**config.mk**
```make
export PLATFORM = sky130hd
export DESIGN_NAME = lsu_dmem_ctrl
export DESIGN_NICKNAME = d
export VERILOG_FILES = /design/src/rtl/lsu_dmem_ctrl.sv
export SDC_FILE = /design/constraint.sdc
export NUM_CORES = 1
export LEC_CHECK = 0
export ABC_CLOCK_PERIOD_IN_PS = 9400
export CAP_MARGIN = 30
export CORE_MARGIN = 3
export CORE_UTILIZATION = 48
export CTS_CLUSTER_DIAMETER = 120
export DETAILED_ROUTE_END_ITERATION = 7
export PLACE_DENSITY = 0.91
export SETUP_SLACK_MARGIN = 0.5
export SLEW_MARGIN = 0
export SYNTH_ARGS = -nofsm -noshare
export SYNTH_HDL_FRONTEND = slang
export SYNTH_SLANG_ARGS = --single-unit
```
**constraint.sdc**
```tcl
create_clock -name clk -period 9.4 [get_ports clk]
set_input_delay 2.35 -clock clk [delete_from_list [all_inputs] [get_ports clk]]
set_output_delay 2.35 -clock clk [all_outputs]
set_load 0.1 [all_outputs]
```
**src/rtl/lsu_dmem_ctrl.sv**
```systemverilog
// Load/store unit between execute and a valid/ready word-wide data memory:
// lane-formats stores, extends loads, reports alignment/encoding/timeout faults.

module lsu_lane #(
   parameter int VEC_W = 8,
   parameter int LANE  = 0
) (
   input  logic [1:0]       size,
   input  logic [1:0]       offs,
   input  logic [VEC_W-1:0] b_src,
   input  logic [VEC_W-1:0] h_src,
   input  logic [VEC_W-1:0] w_src,
   output logic             be,
   output logic [VEC_W-1:0] wb
);
   localparam logic [1:0] LID = 2'(LANE);

   always_comb begin
      be = 1'b1;
      wb = w_src;
      case (size)
         2'd0: begin be = (offs == LID);       wb = b_src; end
         2'd1: begin be = (offs[1] == LID[1]); wb = h_src; end
         default: ;
      endcase
   end
endmodule

module lsu_dmem_ctrl #(
   parameter int TIMEOUT = 255
) (
   input  logic        clk,
   input  logic        reset,
   input  logic        req_valid,
   input  logic        req_we,
   input  logic [2:0]  req_funct3,
   input  logic [31:0] req_addr,
   input  logic [31:0] req_wdata,
   output logic        stall,
   output logic        done,
   output logic [31:0] rdata,
   output logic        misaligned,
   output logic        err,
   output logic        mem_valid,
   input  logic        mem_ready,
   output logic        mem_we,
   output logic [31:0] mem_addr,
   output logic [3:0]  mem_be,
   output logic [31:0] mem_wdata,
   input  logic [31:0] mem_rdata
);
   localparam int NUM_LANES = 4;
   localparam int VEC_W     = 8;
   localparam int CW        = $clog2(TIMEOUT + 1);

   typedef enum logic [1:0] {IDLE, BUS, RESP, FAULT} state_t;

   typedef struct packed {
      logic                            we;
      logic [2:0]                      funct3;
      logic [31:0]                     addr;
      logic [NUM_LANES-1:0]            be;
      logic [NUM_LANES-1:0][VEC_W-1:0] wdata;
   } lsu_req_t;

   state_t   state, nxt;
   lsu_req_t lat;
   logic [CW-1:0] cnt;
   logic done_q, mis_q, err_q, nxt_mis, nxt_err;
   logic [31:0] rdata_q, ld_ext, sh_word;
   logic legal, misal, accept;
   logic [NUM_LANES-1:0]            fmt_be;
   logic [NUM_LANES-1:0][VEC_W-1:0] fmt_wdata;

   // Lane formatting happens on the request side so the bus sees latched, stable values.
   for (genvar i = 0; i < NUM_LANES; i++) begin : g_lane
      lsu_lane #(.VEC_W(VEC_W), .LANE(i)) u_lane (
         .size (req_funct3[1:0]),
         .offs (req_addr[1:0]),
         .b_src(req_wdata[VEC_W-1:0]),
         .h_src(req_wdata[VEC_W*(i%2) +: VEC_W]),
         .w_src(req_wdata[VEC_W*i +: VEC_W]),
         .be   (fmt_be[i]),
         .wb   (fmt_wdata[i])
      );
   end

   always_comb begin
      case (req_funct3)
         3'b000, 3'b001, 3'b010: legal = 1'b1;
         3'b100, 3'b101:         legal = ~req_we;
         default:                legal = 1'b0;
      endcase
      misal = ((req_funct3[1:0] == 2'd1) & req_addr[0]) |
              ((req_funct3[1:0] == 2'd2) & (|req_addr[1:0]));
   end

   assign accept = (state == IDLE) & req_valid & legal & ~misal;

   assign sh_word = mem_rdata >> {lat.addr[1:0], 3'b000};

   always_comb begin
      case (lat.funct3)
         3'b000:  ld_ext = {{24{sh_word[7]}}, sh_word[7:0]};
         3'b001:  ld_ext = {{16{sh_word[15]}}, sh_word[15:0]};
         3'b010:  ld_ext = sh_word;
         3'b100:  ld_ext = {24'b0, sh_word[7:0]};
         3'b101:  ld_ext = {16'b0, sh_word[15:0]};
         default: ld_ext = '0;
      endcase
   end

   // An encoding fault takes priority over alignment; mem_ready beats the timeout.
   always_comb begin
      nxt     = state;
      nxt_mis = 1'b0;
      nxt_err = 1'b0;
      case (state)
         IDLE: if (req_valid) begin
            if (!legal) begin
               nxt = FAULT; nxt_err = 1'b1;
            end else if (misal) begin
               nxt = FAULT; nxt_mis = 1'b1;
            end else begin
               nxt = BUS;
            end
         end
         BUS: if (mem_ready) begin
            nxt = RESP;
         end else if (cnt == CW'(TIMEOUT)) begin
            nxt = FAULT; nxt_err = 1'b1;
         end
         RESP:    nxt = IDLE;
         FAULT:   nxt = IDLE;
         default: nxt = IDLE;
      endcase
   end

   always_ff @(posedge clk or posedge reset) begin
      if (reset) begin
         state   <= IDLE;
         cnt     <= '0;
         lat     <= '0;
         done_q  <= 1'b0;
         mis_q   <= 1'b0;
         err_q   <= 1'b0;
         rdata_q <= '0;
      end else begin
         state   <= nxt;
         done_q  <= (nxt == RESP) || (nxt == FAULT);
         mis_q   <= nxt_mis;
         err_q   <= nxt_err;
         rdata_q <= (state == BUS && mem_ready && !lat.we) ? ld_ext : '0;
         if (state == IDLE)
            cnt <= '0;
         else if (state == BUS && !mem_ready)
            cnt <= cnt + CW'(1);
         if (accept) begin
            lat.we     <= req_we;
            lat.funct3 <= req_funct3;
            lat.addr   <= req_addr;
            lat.be     <= fmt_be;
            lat.wdata  <= fmt_wdata;
         end
      end
   end

   assign stall      = req_valid & ~done_q;
   assign done       = done_q;
   assign rdata      = rdata_q;
   assign misaligned = mis_q;
   assign err        = err_q;
   assign mem_valid  = (state == BUS);
   assign mem_we     = lat.we;
   assign mem_addr   = {lat.addr[31:2], 2'b00};
   assign mem_be     = lat.be;
   assign mem_wdata  = lat.wdata;
endmodule

```
# ---- Word-level counts from Yosys, hierarchy flattened
# Cells that the tools add are included.
# Widths: inputs -> output; s select.
dict set report classes {
  n_reduce_logical 17
  bitwise_logic 11
  eq_ne 19
  n_mux 27
  shifts 1
  n_addsub 1
}
# cell count
set ops {}
lappend ops {{$pmux 32 s5} 1}
lappend ops {{$mux 32} 1}
lappend ops {{$mux 8} 4}
lappend ops {{$shr 32x5->32} 1}
lappend ops {{$pmux 8 s2} 1}
lappend ops {{$eq 2x2->1 const B} 7}
lappend ops {{$eq 3x3->1 const B} 4}
lappend ops {{$pmux 1 s2} 6}
lappend ops {{$mux 2} 5}
lappend ops {{$add 8x1->8 const B} 1}
lappend ops {{$eq 8x8->1 const B} 1}
lappend ops {{$mux 1} 8}
lappend ops {{$reduce_or 2->1} 4}
lappend ops {{$and 1x1->1} 6}
lappend ops {{$eq 2x1->1 const B} 3}
lappend ops {{$eq 3x1->1 const B} 2}
lappend ops {{$eq 3x2->1 const B} 2}
lappend ops {{$logic_not 2->1} 3}
lappend ops {{$logic_not 3->1} 2}
lappend ops {{$pmux 2 s3} 1}
lappend ops {{$not 1->1} 4}
lappend ops {{$logic_and 1x1->1} 3}
lappend ops {{$reduce_or 3->1} 1}
lappend ops {{$logic_not 1->1} 2}
lappend ops {{other kinds (3)} 3}
dict set report totals {
  input_bits 104
  output_inout_bits 106
  reg_bits 117
  wordCells 90
}

# ---- Depth between registers and ports, before layout
# Gate-level depths: netlist of the first run.
dict set report depth {
  ltp_word 9
  depth_mapped 6
  depth_no_buf 4
}

# ---- Modules after synthesis
# From an unflattened synthesis of the first run, not the netlist that was laid out.
dict set report unflattened {
  cells_unflattened 555
  hier_area_um2 6217.2
}
# mod cells_per_inst instances area_each_um2 seq_area_each_um2
set by_module_without_submodules {}
lappend by_module_without_submodules {lsu_dmem_ctrl 443 1 5480.3 2927.8}
lappend by_module_without_submodules {{lsu_lane at g_lane[2].u_lane} 28 1 190.2 0.0}
lappend by_module_without_submodules {{lsu_lane at g_lane[3].u_lane} 28 1 183.9 0.0}
lappend by_module_without_submodules {{lsu_lane at g_lane[0].u_lane} 28 1 182.7 0.0}
lappend by_module_without_submodules {{lsu_lane at g_lane[1].u_lane} 28 1 180.2 0.0}

# ---- Least setup slack after synthesis of the first run
# No wires, ideal clock.
dict set report synth_timing {
  path_type {input to output}
  from {input port req_valid}
  to {output port stall}
  path_stages 1
  setup_slack_ps 3366
  arrival_time_ps 3684
  path_buffers 0
  cell_sequence {nor2b_1}
}
dict set report synth_between {
  elab_chain_cells 1
}
# element line_no
set synth_rtl {}
lappend synth_rtl {{from (decl)} 34} ;# input logic req_valid,
lappend synth_rtl {{$and 1x1->1} 168} ;# assign stall = req_valid & ~done_q;
lappend synth_rtl {{to (decl)} 39} ;# output logic stall,
# No other way between the ends.

# ---- Worst setup path after layout of the first run
# Same ends and word-level chain as after synthesis.

==> results of run 1 <==
Yosys cell counts (all sizes together), types with 2 or more instances:
cell type / instances / area, um2
o22ai: 2 / 12.5
clkbuf: 11 / 41.3
and2: 9 / 56.3
inv: 6 / 22.5
nor2b: 10 / 62.6
nand3: 3 / 15.0
nor2: 19 / 81.3
or3b: 2 / 17.5
a21oi: 10 / 50.1
a21o: 8 / 60.1
o21bai: 3 / 22.5
xor2: 3 / 26.3
buf: 83 / 637
nor3b: 2 / 15.0
mux2: 90 / 1010
dfrtp: 117 / 2930
nand2: 22 / 82.6
mux2i: 28 / 280
a211oi: 14 / 105
nand2b: 4 / 25.0
o21ai: 32 / 160
o32ai: 2 / 17.5
worst max-delay path: cells and delay by family:
| kind | cells | cell delay, ps |
|---|---|---|
| simple gates | 1 | 140 |
| buf+inv | 2 | 1620 |
worst paths after layout:
path	startpoint	endpoint	slack (ps)
max	req_valid	stall	2930
min	mem_addr[21]	mem_addr[21]	480
max reg2reg	state[0]	mem_addr[13]	6620
min reg2reg	mem_addr[21]	mem_addr[21]	480
max in group asynchronous	reset	rdata[23]	5690
min in group asynchronous	reset	mem_addr[18]	2380
layout make-up:
type	instances	area (um2)
Fill cell	822	3570
Sequential cell	117	2930
Multi-Input combinational cell	280	2240
Timing Repair Buffer	212	2110
Clock buffer	21	450
Tap cell	143	179
Clock inverter	10	155
Inverter	6	25.0
metrics by stage:
stage | instance area, um2 | instances | util, % | setup slack (ps) | hold WS, ps
3_3_place_gp | 7490 | 758 | 64.2 | 2950 | 468
5_1_grt | 8090 | 789 | 69.4 | 2890 | 492
3_5_place_dp | 7490 | 758 | 64.2 | 2930 | 476
2_1_floorplan | 5870 | 497 | - | 3370 | 459
4_1_cts | 8090 | 789 | 69.4 | 2920 | 488
6_report | 8090 | 789 | 69.4 | 2930 | 485
logic make-up (layout without fill, tap and decap cells):
group	Yosys count	in the layout	share of synthesized area, %
DFF	117	117	49.9
xor gates and xnor gates	3	3	0.448
other	1	2	0.0639
and+or+nand+nor	78	78	7.12
adders and majority gates	1	1	0.213
buffers and inverters	100	249	11.9
AOI/OAI and AO/OA	78	78	8.29
muxes	118	118	22.0
state kept, by name, summed over array words and instances, names as in the netlist:
| signal | flops |
|---|---|
| lat | 5 |
| done | 1 |
| err | 1 |
| rdata | 32 |
| mem_wdata | 32 |
| misaligned | 1 |
| mem_we | 1 |
| state | 2 |
| mem_addr | 30 |
| mem_be | 4 |
| cnt | 8 |
layer usage:
metal | part of all wire, % | wire, um | track usage [%]
met1 | 38 | 5530 | 24.4
met2 | 51 | 7420 | 37.3
met3 | 10 | 1470 | 9.07
met4 | 1.7 | 252 | 7.65
met5 | 0 | 0 | 0
cells in the final DEF (no fill, tap or decap), types with 2 or more instances in the layout:
| cell type | count |
|---|---|
| sky130_fd_sc_hd__nand2_1 | 22 |
| sky130_fd_sc_hd__mux2i_1 | 28 |
| sky130_fd_sc_hd__clkbuf_16 | 17 |
| sky130_fd_sc_hd__nand2b_1 | 4 |
| sky130_fd_sc_hd__xor2_1 | 3 |
| sky130_fd_sc_hd__nor2_1 | 17 |
| sky130_fd_sc_hd__bufinv_16 | 4 |
| sky130_fd_sc_hd__clkbuf_1 | 3 |
| sky130_fd_sc_hd__and2_1 | 9 |
| sky130_fd_sc_hd__inv_1 | 5 |
| sky130_fd_sc_hd__a211oi_1 | 14 |
| sky130_fd_sc_hd__or3b_2 | 2 |
| sky130_fd_sc_hd__clkinv_2 | 4 |
| sky130_fd_sc_hd__nor3b_1 | 2 |
| sky130_fd_sc_hd__nor2b_1 | 10 |
| sky130_fd_sc_hd__buf_4 | 5 |
| sky130_fd_sc_hd__conb_1 | 2 |
| sky130_fd_sc_hd__clkdlybuf4s50_1 | 207 |
| sky130_fd_sc_hd__clkinvlp_4 | 2 |
| sky130_fd_sc_hd__o32ai_1 | 2 |
| sky130_fd_sc_hd__mux2_1 | 6 |
| sky130_fd_sc_hd__o21ai_0 | 31 |
| sky130_fd_sc_hd__a21o_1 | 8 |
| sky130_fd_sc_hd__nand3_1 | 3 |
| sky130_fd_sc_hd__o21bai_1 | 3 |
| sky130_fd_sc_hd__a21oi_1 | 10 |
| sky130_fd_sc_hd__mux2_2 | 84 |
| sky130_fd_sc_hd__dfrtp_1 | 117 |
| sky130_fd_sc_hd__o22ai_1 | 2 |
==> run summary, run 1 <==
The slowest stage of the critical path belongs to the cell sky130_fd_sc_hd__clkdlybuf4s50_1. The sum of net half-perimeters after detailed placement came out at 10600 um. The area of the die came out at 13600 um2.

The via count of the first global-routing pass came out at 4556. The layout overhead on the synthesized area came out at 37.9%. The initial antenna violation count is 0. In the routed layout, each cell is associated on average with a via count of 5.34. Setup repair after global routing left no endpoint under its margin. Across all layers, the routed design uses 4211 vias.

The count of TritonRoute iterations in the first routing pass came out at 4. The most used flip-flop cell after synthesis is sky130_fd_sc_hd__dfrtp_1. The routed length per instance came out at 18.6 um. The overall overflow remaining after global route came out at 0. In this design, the critical path's most frequently occurring cell is sky130_fd_sc_hd__clkdlybuf4s50_1.

After synthesis the cells add up to 5870 um2. The initialized floorplan defines 39 standard-cell rows. The async set-or-reset flop fraction in the synthesized netlist is 100%. Counting cells, the worst reg-to-reg path comes to 5. The antenna cell count is 0. The number of endpoints with negative hold slack in the final report is 0. STA classifies the critical path endpoint as an output pin.

The first-pass GRT wire length came out at 22800 um. In the final timing run, aggregate negative setup slack is 0 ps. The netlist uses 45 different library cells. The average footprint of a synthesized cell is 11.8 um2. The total count of max-transition violations in the final report came out at 0. The number of input and output port buffers inserted is 207.

The number of standard cells after synthesis is 496. Clock-pin slew was measured on the worst setup and hold paths at 50 ps. The number of H-tree levels came out at 4. The maximum number of buffers from clock root to sink came out at 2.

The number of clock buffers inserted by TritonCTS came out at 17. The TritonCTS clock tree is yes. In this run the vertical extent of the chip is 117 um. Once detail routing completed, the nets flagged for antenna violations numbered 0. The number of I/O pins is 210. The number of clock sinks seen by CTS came out at 117. The worst-case clock skew is 12.0 ps. At the later pin of the worst-skew pair, clock insertion delay measures 400 ps. The overall global routing resource usage came out at 21.8%. The maximum frequency from static timing analysis came out at 155 MHz. The headroom to the max-slew limit is 31.0%. The number of register bits inferred by synthesis came out at 117. The clock period could shrink to 6470 ps. The initial core utilization is 50.3%. The required time at the endpoint of the critical path came out at 7050 ps.

The total of max-cap violations is 0. Of the synthesized area, sequential elements account for 49.9%. The data arrival time at the worst-slack endpoint is 4120 ps.

The worst path uses 68.8% of the clock period. The post-layout net count came out at 739. In this run, post-CTS hold repair placed 0 buffers. The post-CTS setup-driven buffer insertion count is 0.

The top fanout value on the critical path came out at 2. The critical path is of the primary input to output pin type. The routability-driven placement congestion ratio is 0.837. The largest stage delay on the critical path came out at 1140 ps.

The total area inside the core boundary comes to 11700 um2. The sort of element at the start of the critical path is a primary input. For this run, design rule violations remaining after detail routing come to 0. The routed wire length came out at 14700 um. The cell depth of the worst hold path is 1.

During synthesis, Yosys emitted a total of 0 warnings. The die extent in x came out at 117 um. The post-cts repair resize count came out at 0. The number of flops mapped to enable cells by yosys is 0. At the pin with the least slew margin, the transition time is 1030 ps.

The layout cell share with drive strength beyond 1 came out at 19.2%. The violation count after the first detailed-routing iteration is 216. Setup violations remaining at the end of the flow were counted as 0. The maximum number of pins on one net before global-route repair is 70. The run finished with clean final reports. Traced cell by cell, the critical path runs through clkdlybuf4s50_1 -> nor2b_1 -> clkdlybuf4s50_1. Clock tree synthesis selected as its root buffer the cell sky130_fd_sc_hd__clkbuf_16. The min-delay analysis places its worst path in the category flop to flop.
Power of run 1 is left out: the tool's default activity adds up to more than one toggle a clock period on the data nets, which glitch-free logic cannot reach.
==> run 2, diff against run 1 <==
- ABC_CLOCK_PERIOD_IN_PS: 9400 -> 6800
- CORE_UTILIZATION: 48 -> 45
- PLACE_DENSITY: 0.91 -> 0.86
- clock period: 9.4 -> 6.8 ns (I/O delays scaled with it)
==> run summary, run 2 (synthesized netlist as in run 1, its figures left out) <==
The signal on the critical path passes through clkdlybuf4s50_1 -> nor2b_1 -> clkdlybuf4s50_1. Based on the critical path, the design can be clocked at up to 195 MHz. The first global-routing pass estimated 23600 um of wire. The total count of max-transition violations in the final report is 0. The post-route setup TNS is 0 ps. STA classifies the critical path endpoint as an output pin.

Data on the critical path is required at its endpoint by 5100 ps. The overall global routing resource usage came out at 20.8%. The shortest clock period the worst path allows after layout came out at 5120 ps. No sink is reached through more buffers than the 2 on the longest clock path. The maximum number of pins on one net before global-route repair came out at 60. The final setup violation count came out at 0. Of all nets on the critical path, the largest fanout is 2. The count of TritonRoute iterations in the first routing pass came out at 4.

The detailed router placed 4262 vias in this run. Buffers inserted to repair hold after CTS numbered 0. Compared with the post-synthesis result, the final layout area differs by 38.8%. In this run the critical register-to-register path is launched from state[1].

The sum of buffers and inverters on the critical path came out at 2. The worst register-to-register path has a setup slack of 3900 ps. TritonCTS built the clock tree.

In the layout the commonest cells are 207 x sky130_fd_sc_hd__clkdlybuf4s50_1, 117 x sky130_fd_sc_hd__dfrtp_1, 84 x sky130_fd_sc_hd__mux2_2. In this run, post-CTS repair resized a total of 0 instances. The critical-path cell with the highest stage delay is sky130_fd_sc_hd__clkdlybuf4s50_1. The initial core utilization is 46.3%. The post-detailed-route DRC marker count is 0.

Dividing the final minimum period by the clock period gives 75.3%. The cell sitting at the root of the clock tree is a sky130_fd_sc_hd__clkbuf_16. From left edge to right edge, the die measures 120 um. The data arrival time at the worst-slack endpoint came out at 3420 ps. The via density per instance is 5.21.

The headroom to the max-slew limit is 32.3%. The critical path starts at req_valid. The initial antenna violation count is 0. The total core area came out at 12700 um2. The post-CTS setup-driven buffer insertion count is 0.

The clock-pin slew on the worst setup and hold paths came out at 50 ps. The total cell area at the placement stage came out at 7520 um2. The most frequent standard cell in the layout excluding fill and tap cells is sky130_fd_sc_hd__clkdlybuf4s50_1. The clock latency reported for the late side of the worst-skew pair is 410 ps.

The sum of net half-perimeters after detailed placement came out at 10600 um. By instance count, the cell type seen most on the critical path is sky130_fd_sc_hd__clkdlybuf4s50_1. 0 antenna diodes ended up in the layout. CTS built an H-tree with a depth of 4. The total of max-cap violations came out at 0.

Cells with a size suffix above 1 make up 19.3% of the layout. After the first detailed-routing iteration, the DRC count stood at 234. The area of all placed cells without fillers came out at 8150 um2. The run finished with clean final reports. The largest stage delay on the critical path is 1130 ps. By startpoint and endpoint, the worst setup path is classified as primary input to output pin. The path class of the tightest hold or removal check is flop to flop. The transition at the pin with the smallest max-transition slack is 1010 ps. 210 I/O pins were placed. The number of endpoints with negative hold slack in the final report was 0.

Setup repair after global routing left no endpoint under its margin. The worst register-to-register path ends at mem_addr[10]. The number of input and output port buffers inserted is 207.

Counting cells, the worst reg-to-reg path comes to 5. The overall overflow remaining after global route came out at 0. The clock drives 117 sinks. STA classifies the critical path startpoint as a primary input.

The critical path crosses 3 cells after its start point. The post-layout net count is 739. The remaining number of nets flagged by the antenna check after routing is 0. The cell family contributing the most delay on the critical path is buffers and inverters.

The die height is 120 um. The site row count is 41. Routability-driven placement finished with a final weighted congestion of 0.853.

Counting the buffers created by CTS gives 17. The via count of the first global-routing pass is 4571. Dividing the detail-routed wire length by the instance count gives 17.9 um. The worst-case clock skew came out at 7.84 ps.

Following the worst setup path forward leads to its endpoint at stall. Wires add up to 14700 um. The area of the die is 14400 um2.
run 2: cell count changes in the layout (fill, tap and decap cells not counted):
cell | before | now
sky130_fd_sc_hd__clkbuf_1 | 3 | 2
sky130_fd_sc_hd__clkbuf_8 | 1 | 3
sky130_fd_sc_hd__clkinv_2 | 4 | 3
run 2: per-layer routing:
layer	GRT usage, %	up-vias	wire length (um)
met5	0	-	0
met4	8.38	0	310
met3	9.03	29	1490
met2	34.7	187	7320
met1	23.5	2107	5560
li1	-	1939	-
run 2: area by class of cell:
cell class,instances,area [um2]
fill,960,4520
sequential,117,2930
multi-input combinational,280,2240
timing repair buffer,212,2110
clock buffer,22,474
tap,172,215
clock inverter,9,150
inverter,6,25.0
run 2: how the worst min path moves through the flow:
stage / from / to / slack [ps] / depth (start not counted)
6_report: mem_addr[23] / mem_addr[23] / 480 / 1
2_1_floorplan: mem_addr[21] / mem_addr[21] / 460 / 1
4_1_cts: mem_addr[24] / mem_addr[24] / 490 / 1
5_1_grt: mem_be[2] / mem_be[2] / 520 / 1
3_3_place_gp: mem_addr[25] / mem_addr[25] / 470 / 1
3_5_place_dp: mem_addr[24] / mem_addr[24] / 480 / 1
run 2: worst register-to-register path, stage by stage (launching register included):
cell and delay, ps:
sky130_fd_sc_hd__dfrtp_1 480, sky130_fd_sc_hd__nor2_2 210, sky130_fd_sc_hd__nand2_1 220, sky130_fd_sc_hd__nor3_4 690, sky130_fd_sc_hd__buf_4 710, sky130_fd_sc_hd__mux2_2 460
run 2: metrics by stage:
stage | setup WS, ps | std cells | hold WS, ps | utilization, %
detailed placement | 1660 | 787 | 475 | 59.4
floorplan | 2000 | 497 | 459 | -
global placement | 1650 | 787 | 470 | 59.4
finish | 1680 | 818 | 485 | 64.3
global route | 1630 | 818 | 521 | 64.3
CTS | 1670 | 818 | 487 | 64.3
Power of run 2 is left out for the same reason.
